==> src/rtl/keypad_matrix_scanner.sv <==
// Keypad matrix scanner: one-hot column strobe, debounced press/release, valid/ready key output.
// Optional macro KEYPAD_ROW_SYNC_EN adds a 2-flop synchroniser on row_in.
module keypad_matrix_scanner #(
    parameter int NUM_COLS       = 4,
    parameter int NUM_ROWS       = 4,
    parameter int DEBOUNCE_TICKS = 8,
    localparam int CW = (NUM_COLS > 1) ? $clog2(NUM_COLS) : 1,
    localparam int RW = (NUM_ROWS > 1) ? $clog2(NUM_ROWS) : 1
) (
    input  logic                clk,
    input  logic                rst,
    input  logic                scan_tick,
    input  logic [NUM_ROWS-1:0] row_in,
    output logic [NUM_COLS-1:0] col_out,
    output logic [CW-1:0]       col_index,
    output logic                key_valid,
    input  logic                key_ready,
    output logic [CW+RW-1:0]    key_code
);

    localparam int CNTW = $clog2(DEBOUNCE_TICKS + 1);
    localparam logic [CNTW-1:0] CMAX = CNTW'(DEBOUNCE_TICKS);

    typedef enum logic [1:0] {
        SCAN,
        DEBOUNCE,
        REPORT,
        RELEASE
    } state_t;

    state_t state, state_nxt;

    logic [NUM_ROWS-1:0] row_s;
    logic [NUM_ROWS-1:0] pat, pat_nxt;
    logic [CNTW-1:0]     cnt, cnt_nxt, cnt_inc;
    logic [NUM_COLS-1:0] col_out_nxt;
    logic [CW-1:0]       col_index_nxt;
    logic                key_valid_nxt;
    logic [CW+RW-1:0]    key_code_nxt;
    logic                advance;
    logic                accept;

    // Lowest set row wins when several rows are closed together.
    function automatic logic [RW-1:0] low_row(input logic [NUM_ROWS-1:0] r);
        low_row = '0;
        for (int i = NUM_ROWS - 1; i >= 0; i--) begin
            if (r[i]) low_row = RW'(i);
        end
    endfunction

`ifdef KEYPAD_ROW_SYNC_EN
    logic [NUM_ROWS-1:0] sync1, sync2;

    // Two-flop synchroniser for asynchronous row lines.
    always_ff @(posedge clk or posedge rst) begin
        if (rst) begin
            sync1 <= '0;
            sync2 <= '0;
        end else begin
            sync1 <= row_in;
            sync2 <= sync1;
        end
    end

    assign row_s = sync2;
`else
    assign row_s = row_in;
`endif

    // State and datapath registers.
    always_ff @(posedge clk or posedge rst) begin
        if (rst) begin
            state     <= SCAN;
            pat       <= '0;
            cnt       <= '0;
            col_out   <= NUM_COLS'(1);
            col_index <= '0;
            key_valid <= 1'b0;
            key_code  <= '0;
        end else begin
            state     <= state_nxt;
            pat       <= pat_nxt;
            cnt       <= cnt_nxt;
            col_out   <= col_out_nxt;
            col_index <= col_index_nxt;
            key_valid <= key_valid_nxt;
            key_code  <= key_code_nxt;
        end
    end

    // Next-state, debounce counting, column advance and key capture.
    always_comb begin
        state_nxt     = state;
        pat_nxt       = pat;
        cnt_nxt       = cnt;
        col_out_nxt   = col_out;
        col_index_nxt = col_index;
        key_valid_nxt = key_valid;
        key_code_nxt  = key_code;
        advance       = 1'b0;
        accept        = 1'b0;
        cnt_inc       = (cnt == CMAX) ? cnt : cnt + CNTW'(1);

        unique case (state)
            SCAN: begin
                if (scan_tick) begin
                    if (row_s == '0) begin
                        advance = 1'b1;
                    end else begin
                        pat_nxt = row_s;
                        cnt_nxt = CNTW'(1);
                        if (DEBOUNCE_TICKS == 1) accept = 1'b1;
                        else state_nxt = DEBOUNCE;
                    end
                end
            end
            DEBOUNCE: begin
                if (scan_tick) begin
                    if (row_s == pat) begin
                        cnt_nxt = cnt_inc;
                        if (cnt_inc == CMAX) accept = 1'b1;
                    end else begin
                        state_nxt = SCAN;
                        advance   = 1'b1;
                    end
                end
            end
            REPORT: begin
                if (key_valid && key_ready) begin
                    key_valid_nxt = 1'b0;
                    cnt_nxt       = '0;
                    state_nxt     = RELEASE;
                end
            end
            RELEASE: begin
                if (scan_tick) begin
                    if (row_s == '0) begin
                        cnt_nxt = cnt_inc;
                        if (cnt_inc == CMAX) begin
                            state_nxt = SCAN;
                            advance   = 1'b1;
                        end
                    end else begin
                        cnt_nxt = '0;
                    end
                end
            end
            default: state_nxt = SCAN;
        endcase

        if (accept) begin
            state_nxt     = REPORT;
            key_valid_nxt = 1'b1;
            key_code_nxt  = {col_index, low_row(row_s)};
        end

        if (advance) begin
            col_out_nxt   = {col_out[NUM_COLS-2:0], col_out[NUM_COLS-1]};
            col_index_nxt = (col_index == CW'(NUM_COLS - 1)) ? '0 : col_index + CW'(1);
        end
    end

endmodule

==> config.mk <==
export PLATFORM = sky130hd
export DESIGN_NAME = keypad_matrix_scanner
export DESIGN_NICKNAME = d
export VERILOG_FILES = /design/src/rtl/keypad_matrix_scanner.sv
export SDC_FILE = /design/constraint.sdc
export NUM_CORES = 1
export LEC_CHECK = 0
export ABC_AREA = 1
export ABC_CLOCK_PERIOD_IN_PS = 3800
export BUFFER_PORTS_ARGS = -buffer_cell sky130_fd_sc_hd__buf_2
export CORE_MARGIN = 5
export CORE_UTILIZATION = 35
export CTS_CLUSTER_SIZE = 30
export DETAILED_ROUTE_END_ITERATION = 6
export GPL_ROUTABILITY_DRIVEN = 0
export SYNTH_ARGS = -nofsm -noshare
export SYNTH_HDL_FRONTEND = slang
export SYNTH_SLANG_ARGS = --single-unit
==> constraint.sdc <==
create_clock -name clk -period 3.8 [get_ports clk]
set_input_delay 0.57 -clock clk [delete_from_list [all_inputs] [get_ports clk]]
set_output_delay 0.57 -clock clk [all_outputs]
set_load 0.005 [all_outputs]
==> results of run 1 <==
[metal layers]
metal	vias up	GRT usage, %	routed length, um
met3	5	1.73	54
met1	506	13.9	1190
met4	0	4.47	44
met2	12	18.7	1240
met5	-	0	0
li1	597	-	-
[flip-flops by register name, summed over array words and instances (netlist names)]
name / count
key_code: 4
col_index: 2
cnt: 4
state: 2
key_valid: 1
col_out: 4
pat: 4
[power groups by stage]
stage / Combinational (mW) / Clock, mW / Sequential (mW)
after detailed placement: 0.285 / 0 / 0.325
after global placement: 0.285 / 0 / 0.326
final: 0.282 / 0.147 / 0.321
after global routing: 0.326 / 0.161 / 0.331
after CTS: 0.287 / 0.153 / 0.321
after floorplan: 0.225 / 0 / 0.316
[Yosys cell counts]
cell      count
a21boi_4      1
a21oi_1       2
a21oi_2       2
buf_6         1
dfrtp_1      20
dfstp_2       1
ha_1          3
inv_1        23
inv_2         2
nand2_1      66
nand2_2       2
nand2_4       2
nand3_1      13
nand3_2       5
nand4_1       4
nor2_1        9
nor2_2        1
nor2_4        1
o21ai_0       7
o21ai_1       8
o21ai_2       1
or2_2         1
[cell type report]
| type | instances | area share [%] |
|---|---|---|
| multi-input combinational | 128 | 44.2 |
| timing repair buffer | 18 | 6.15 |
| inverter | 25 | 6.40 |
| sequential | 21 | 36.0 |
| clock inverter | 1 | 0.342 |
| tap | 48 | 4.10 |
| clock buffer | 3 | 2.82 |
[how the worst max path moves through the flow]
stage,cells past startpoint,slack (ns),from,to
2_1_floorplan,10,2.23,cnt[0]$_DFFE_PP0P_,col_index[0]$_DFFE_PP0P_
3_3_place_gp,10,2.07,cnt[0]$_DFFE_PP0P_,col_index[1]$_DFFE_PP0P_
3_5_place_dp,10,2.07,cnt[0]$_DFFE_PP0P_,col_index[1]$_DFFE_PP0P_
4_1_cts,10,2.06,cnt[0]$_DFFE_PP0P_,col_index[1]$_DFFE_PP0P_
5_1_grt,9,1.92,cnt[0]$_DFFE_PP0P_,state[1]$_DFFE_PP0P_
6_report,10,2.08,cnt[0]$_DFFE_PP0P_,col_index[0]$_DFFE_PP0P_
[critical path, delay by kind of cell (launching register included)]
kind | cells | cell delay, ns
and+or+nand+nor | 7 | 0.66
DFF | 1 | 0.45
adders and majority gates | 1 | 0.33
buffers and inverters | 2 | 0.18
[logic make-up after synthesis]
kind of cell	count (synthesis)	synth area share (%)
AOI/OAI and AO/OA	21	10.2
adders and majority gates	3	2.93
and+or+nand+nor	104	37.5
DFF	21	41.2
buffers and inverters	26	8.21
==> flow_metrics.py, run 1 <==
metrics = {
    "outcome": {
        "status": "finished, final reports clean",
    },
    "setup_path": {
        "cp.arrival_ns": 1.88,
        "r2r_start": "cnt[0]$_DFFE_PP0P_",
        "worstPathCellList": "inv_1, ha_1, inv_1, nand3_2, nor2_4, nand3_2, nand2_4, nand2_4, nand2_1, nand2_1",
        "cp.required_ns": 3.96,
        "worst_setup_path_start_kind": "register",
        "reg2reg_depth": 10,
        "reg2reg_setup_slack_ns": 2.08,
        "crit_path_top_delay_cell": "dfrtp_1",
        "r2r-end": "col_index[0]$_DFFE_PP0P_",
        "crit_path_max_incr_delay_ns": 0.45,
        "path_class": "register to register",
        "end_kind": "register",
        "path_max_fanout": 7,
    },
    "placed_design": {
        "dp.cells": 240,
        "pre_cts_ws_ns": 2.07,
        "port_buffers": 18,
        "placed_area_um2": 1420,
        "hpwl_um": 2020,
    },
    "timing": {
        "hold_ws_ns": 0.457,
        "worst_slack_ns": 2.08,
        "relSlewSlack_pct": 45.1,
        "finalHoldViolCount": 0,
        "tightestPinTransition_ns": 0.822,
        "drv_slew": 0,
        "clock.fmax_mhz": 581,
        "setup_viol": 0,
        "post-route-period-util_pct": 45.3,
        "fin_tns_setup_ns": 0,
        "rsz0062_at_grt": "no",
        "skew_ns": 0.00153,
        "period_minus_slack_ns": 1.72,
    },
    "power": {
        "total_power_uw": 749,
        "p_sw_share_pct": 40.5,
        "clkPwrFrac_pct": 19.6,
        "cellPowerDensity_nw_per_um2": 511,
        "p_comb_share_pct": 37.6,
        "peakVddDrop_mv": 0.243,
        "p_sw_uw": 304,
        "p_int_uw": 446,
        "p_seq_share_pct": 42.8,
        "power.leakage_nw": 0.810,
    },
    "finish": {
        "layout_common_cells": "nand2_1 (66), inv_1 (23), dfrtp_1 (20), buf_2 (18), nand3_1 (13)",
        "layout_commonest_cell": "nand2_1",
        "fill_cells": 406,
        "fin_cells": 244,
        "final_area_um2": 1470,
        "areaGrowthSynthToFinish_pct": 14.5,
        "diodes": 0,
        "post-route-util_pct": 40.6,
        "regArea_um2": 527,
        "drive_above_1_share_pct": 20.9,
        "multiInputGateArea_um2": 648,
        "final_nets": 208,
    },
    "logic_synthesis": {
        "ys_types": 22,
        "yosysWarningCount": 0,
        "ys_top_cells_by_area": "dfrtp_1 (39%), nand2_1 (19%), inv_1 (6.7%)",
        "syn_inst": 175,
        "synth-seq-cells": 21,
        "synth_nets": 186,
        "avgSynthCellArea_um2": 7.31,
        "synth_top_area_cell": "dfrtp_1",
        "yosysTopAreaCellShare_pct": 39.1,
        "synth-seq-area-share_pct": 41.2,
        "synthesis.area_um2": 1280,
    },
    "floorplan": {
        "num_rows": 22,
        "start_util_pct": 35.5,
        "die_area_um2": 4970,
        "top_level_ports": 19,
        "fp.dieW_um": 70.5,
        "die_y_um": 70.5,
        "coreArea_um2": 3610,
    },
    "drt": {
        "detail-route-antenna-nets": 0,
        "drc": 0,
        "drt_iter0_markers": 81,
        "via_per_inst": 4.59,
        "drt-total-wl_um": 2530,
        "firstDrtPassIters": 4,
        "routedWlPerCell_um": 10.4,
        "num_vias": 1120,
    },
    "clock_network": {
        "postCtsSetupBuffers": 0,
        "cts_tree": "done",
        "clkSinkCount": 21,
        "cts_root_buf": "clkbuf_8",
        "numCtsBuffers": 3,
        "clock_path_buffers": 2,
        "clock_latency_ns": 0.26,
        "cts.htree.levels": 1,
        "cts_hold_buf": 0,
        "clk_pin_slew_ns": 0.08,
        "cts_resized": 0,
    },
    "grt": {
        "track_usage_pct": 11.1,
        "grt_start_max_net_pins": 22,
        "grt_pass1_vias": 1040,
        "antenna_found_initial": 0,
        "grt_pass1_wl_um": 4500,
        "grt_overflow_total": 0,
    },
    "hold_path": {
        "hp-class": "primary input to asynchronous set/reset pin",
    },
    "job": {
        "drv_cap": 0,
    },
}
Note: power is estimated with default switching activity, not from simulation.
==> run 2: changes to the inputs <==
--- a/config.mk
+++ b/config.mk
@@ -6,7 +6,7 @@
 export NUM_CORES = 1
 export LEC_CHECK = 0
 export ABC_AREA = 1
-export ABC_CLOCK_PERIOD_IN_PS = 3800
+export ABC_CLOCK_PERIOD_IN_PS = 1400
 export BUFFER_PORTS_ARGS = -buffer_cell sky130_fd_sc_hd__buf_2
 export CORE_MARGIN = 5
 export CORE_UTILIZATION = 35
==> constraint.sdc (replaced) <==
create_clock -name clk -period 1.4 [get_ports clk]
set_input_delay 0.21 -clock clk [delete_from_list [all_inputs] [get_ports clk]]
set_output_delay 0.21 -clock clk [all_outputs]
set_load 0.005 [all_outputs]
==> run 2 against run 1 <==
  * The run now ends with negative setup slack left
  * Sequential cell count unchanged
  * Clock power grew to 2.7 times the previous value
  * Critical path depth unchanged
  * Fmax grew 7.3%
  * Via count increased by 10%
  * Combinational power rose to 4.5 times the previous value
  * Clock-buffer cell count stayed put
  * Die area is the same
  * First-iteration DRC count shrank 48%
==> flow_metrics.py, run 2 (synthesis results as in run 1) <==
metrics = {
    "outcome": {
        "status": "finished, violations left",
        "failed_checks": "negative setup slack",
    },
    "finish": {
        "fill_cells": 367,
        "layout_common_cells": "nand2_1 (56), buf_4 (27), inv_1 (21), dfrtp_1 (19), buf_2 (18)",
        "fin_cells": 274,
        "layout_commonest_cell": "nand2_1",
        "drive_above_1_share_pct": 39.8,
        "final_nets": 238,
        "areaGrowthSynthToFinish_pct": 38.6,
        "diodes": 0,
    },
    "timing": {
        "skew_ns": 0.000874,
        "post-route-period-util_pct": 114,
        "finalHoldViolCount": 0,
        "worst_slack_ns": -0.202,
        "drv_slew": 0,
        "setup_viol": 13,
        "tightestPinTransition_ns": 0.342,
        "period_minus_slack_ns": 1.60,
        "rsz0062_at_grt": "yes",
        "relSlewSlack_pct": 77.1,
        "hold_ws_ns": 0.264,
        "clock.fmax_mhz": 624,
    },
    "floorplan": {
        "num_rows": 22,
        "coreArea_um2": 3610,
        "top_level_ports": 19,
        "die_area_um2": 4970,
        "die_y_um": 70.5,
        "fp.dieW_um": 70.5,
        "start_util_pct": 35.5,
    },
    "drt": {
        "drt_iter0_markers": 42,
        "num_vias": 1233,
        "via_per_inst": 4.50,
        "routedWlPerCell_um": 10.4,
        "firstDrtPassIters": 4,
        "detail-route-antenna-nets": 0,
        "drc": 0,
        "drt-total-wl_um": 2860,
    },
    "power": {
        "peakVddDrop_mv": 0.643,
        "power.leakage_nw": 0.958,
        "total_power_mw": 2.53,
        "cellPowerDensity_nw_per_um2": 1430,
    },
    "placed_design": {
        "port_buffers": 18,
        "dp.cells": 262,
        "pre_cts_ws_ns": -0.212,
        "hpwl_um": 2160,
    },
    "grt": {
        "grt_overflow_total": 0,
        "antenna_found_initial": 0,
        "grt_pass1_vias": 1225,
        "grt_pass1_wl_um": 5420,
        "grt_start_max_net_pins": 22,
        "track_usage_pct": 13.1,
    },
    "clock_network": {
        "clk_pin_slew_ns": 0.08,
        "numCtsBuffers": 3,
        "clkSinkCount": 21,
        "cts.htree.levels": 1,
        "cts_root_buf": "clkbuf_8",
        "cts_tree": "done",
        "clock_latency_ns": 0.26,
        "clock_path_buffers": 2,
    },
    "setup_path": {
        "worstSetupPathDepth": 10,
        "cp.required_ns": 1.59,
        "worst_setup_path_start_kind": "register",
        "r2r_start": "cnt[0]$_DFFE_PP0P_",
        "worst_path_most_repeated_cell": "nand2_2",
        "cp_top_family": "simple AND/OR/NAND/NOR gates",
        "path_class": "register to register",
        "path_max_fanout": 5,
        "worstPathCellList": "ha_2, inv_2, nand2_2, nand2_2, nand2_2, nand2_2, nor2_4, buf_4, nand3_2, o21ai_1",
        "cp.arrival_ns": 1.79,
        "crit_path_top_delay_cell": "dfrtp_1",
        "crit_path_max_incr_delay_ns": 0.42,
        "end_kind": "register",
        "setup.worst_path.start": "cnt[0]$_DFFE_PP0P_",
        "cp_num_buf_inv": 2,
        "reg2reg_depth": 10,
    },
    "job": {
        "drv_cap": 0,
    },
    "hold_path": {
        "hp-start": "row_in[2]",
        "hold_path_depth": 3,
        "hp-class": "primary input to register",
    },
}
## run 2: cell count changes in the layout (fill, tap and decap cells not counted), sizes merged
cell         before  now
buf              18   46
nand3            18   19
dlygate4sd3       0    1
## run 2: per-stage QoR
stage | util, % | cell area, um^2 | setup TNS (ns)
global route | 49.2 | 1770 | -4.30
CTS | 47.0 | 1700 | -2.24
floorplan | - | 1290 | -0.777
global placement | 44.3 | 1600 | -2.03
finish | 49.2 | 1770 | -2.24
detailed placement | 44.3 | 1600 | -2.38
## run 2: worst register-to-register path: cells and delay by family, from the launching register on
kind                       cells  cell delay, ns
AOI/OAI and AO/OA              1            0.17
DFF                            1            0.42
and+or+nand+nor                6            0.53
adders and majority gates      1            0.23
buffers and inverters          2            0.19
## run 2: report_power, final
group          internal, mW  switching (mW)
clock                 0.198           0.199
combinational         0.632           0.644
sequential            0.730           0.131
total                  1.56           0.974
## run 2: layout make-up
type                       count  area (um^2)  area share, %
clock buffer                   3         41.3           2.33
clock inverter                 1         5.00          0.282
inverter                      25         93.8           5.29
multi-input combinational    129          732           41.3
sequential                    21          528           29.8
tap                           48         60.1           3.39
timing repair buffer          47          314           17.7
## run 2: what timing repair did
item | CTS | global route
hold buffers | 1 | 0
buffers inserted | 2 | 4
resized for setup | 3 | 19
gates cloned | 1 | 0
pin swaps | 3 | 9
endpoints found under the hold margin | 20 | 0
endpoints found under the setup margin | 14 | 21
## run 2: worst paths after layout
check	end	slack, ns
setup / recovery	key_code[2]$_DFFE_PP0P_	-0.20
hold / removal	pat[2]$_DFFE_PP0P_	0.26
setup reg to reg	key_code[2]$_DFFE_PP0P_	-0.20
hold reg to reg	col_out[0]$_DFFE_PP1P_	0.48
max in group asynchronous	col_out[0]$_DFFE_PP1P_	0.61
min in group asynchronous	pat[2]$_DFFE_PP0P_	0.52
## run 2: layer usage
layer  vias up  track usage [%]  part of all wire [%]
li1        658                -                     -
met3         4             1.73                   1.3
met2        12             21.5                    49
met5         -                0                     0
met4         0             4.47                   1.4
met1       559             17.4                    48
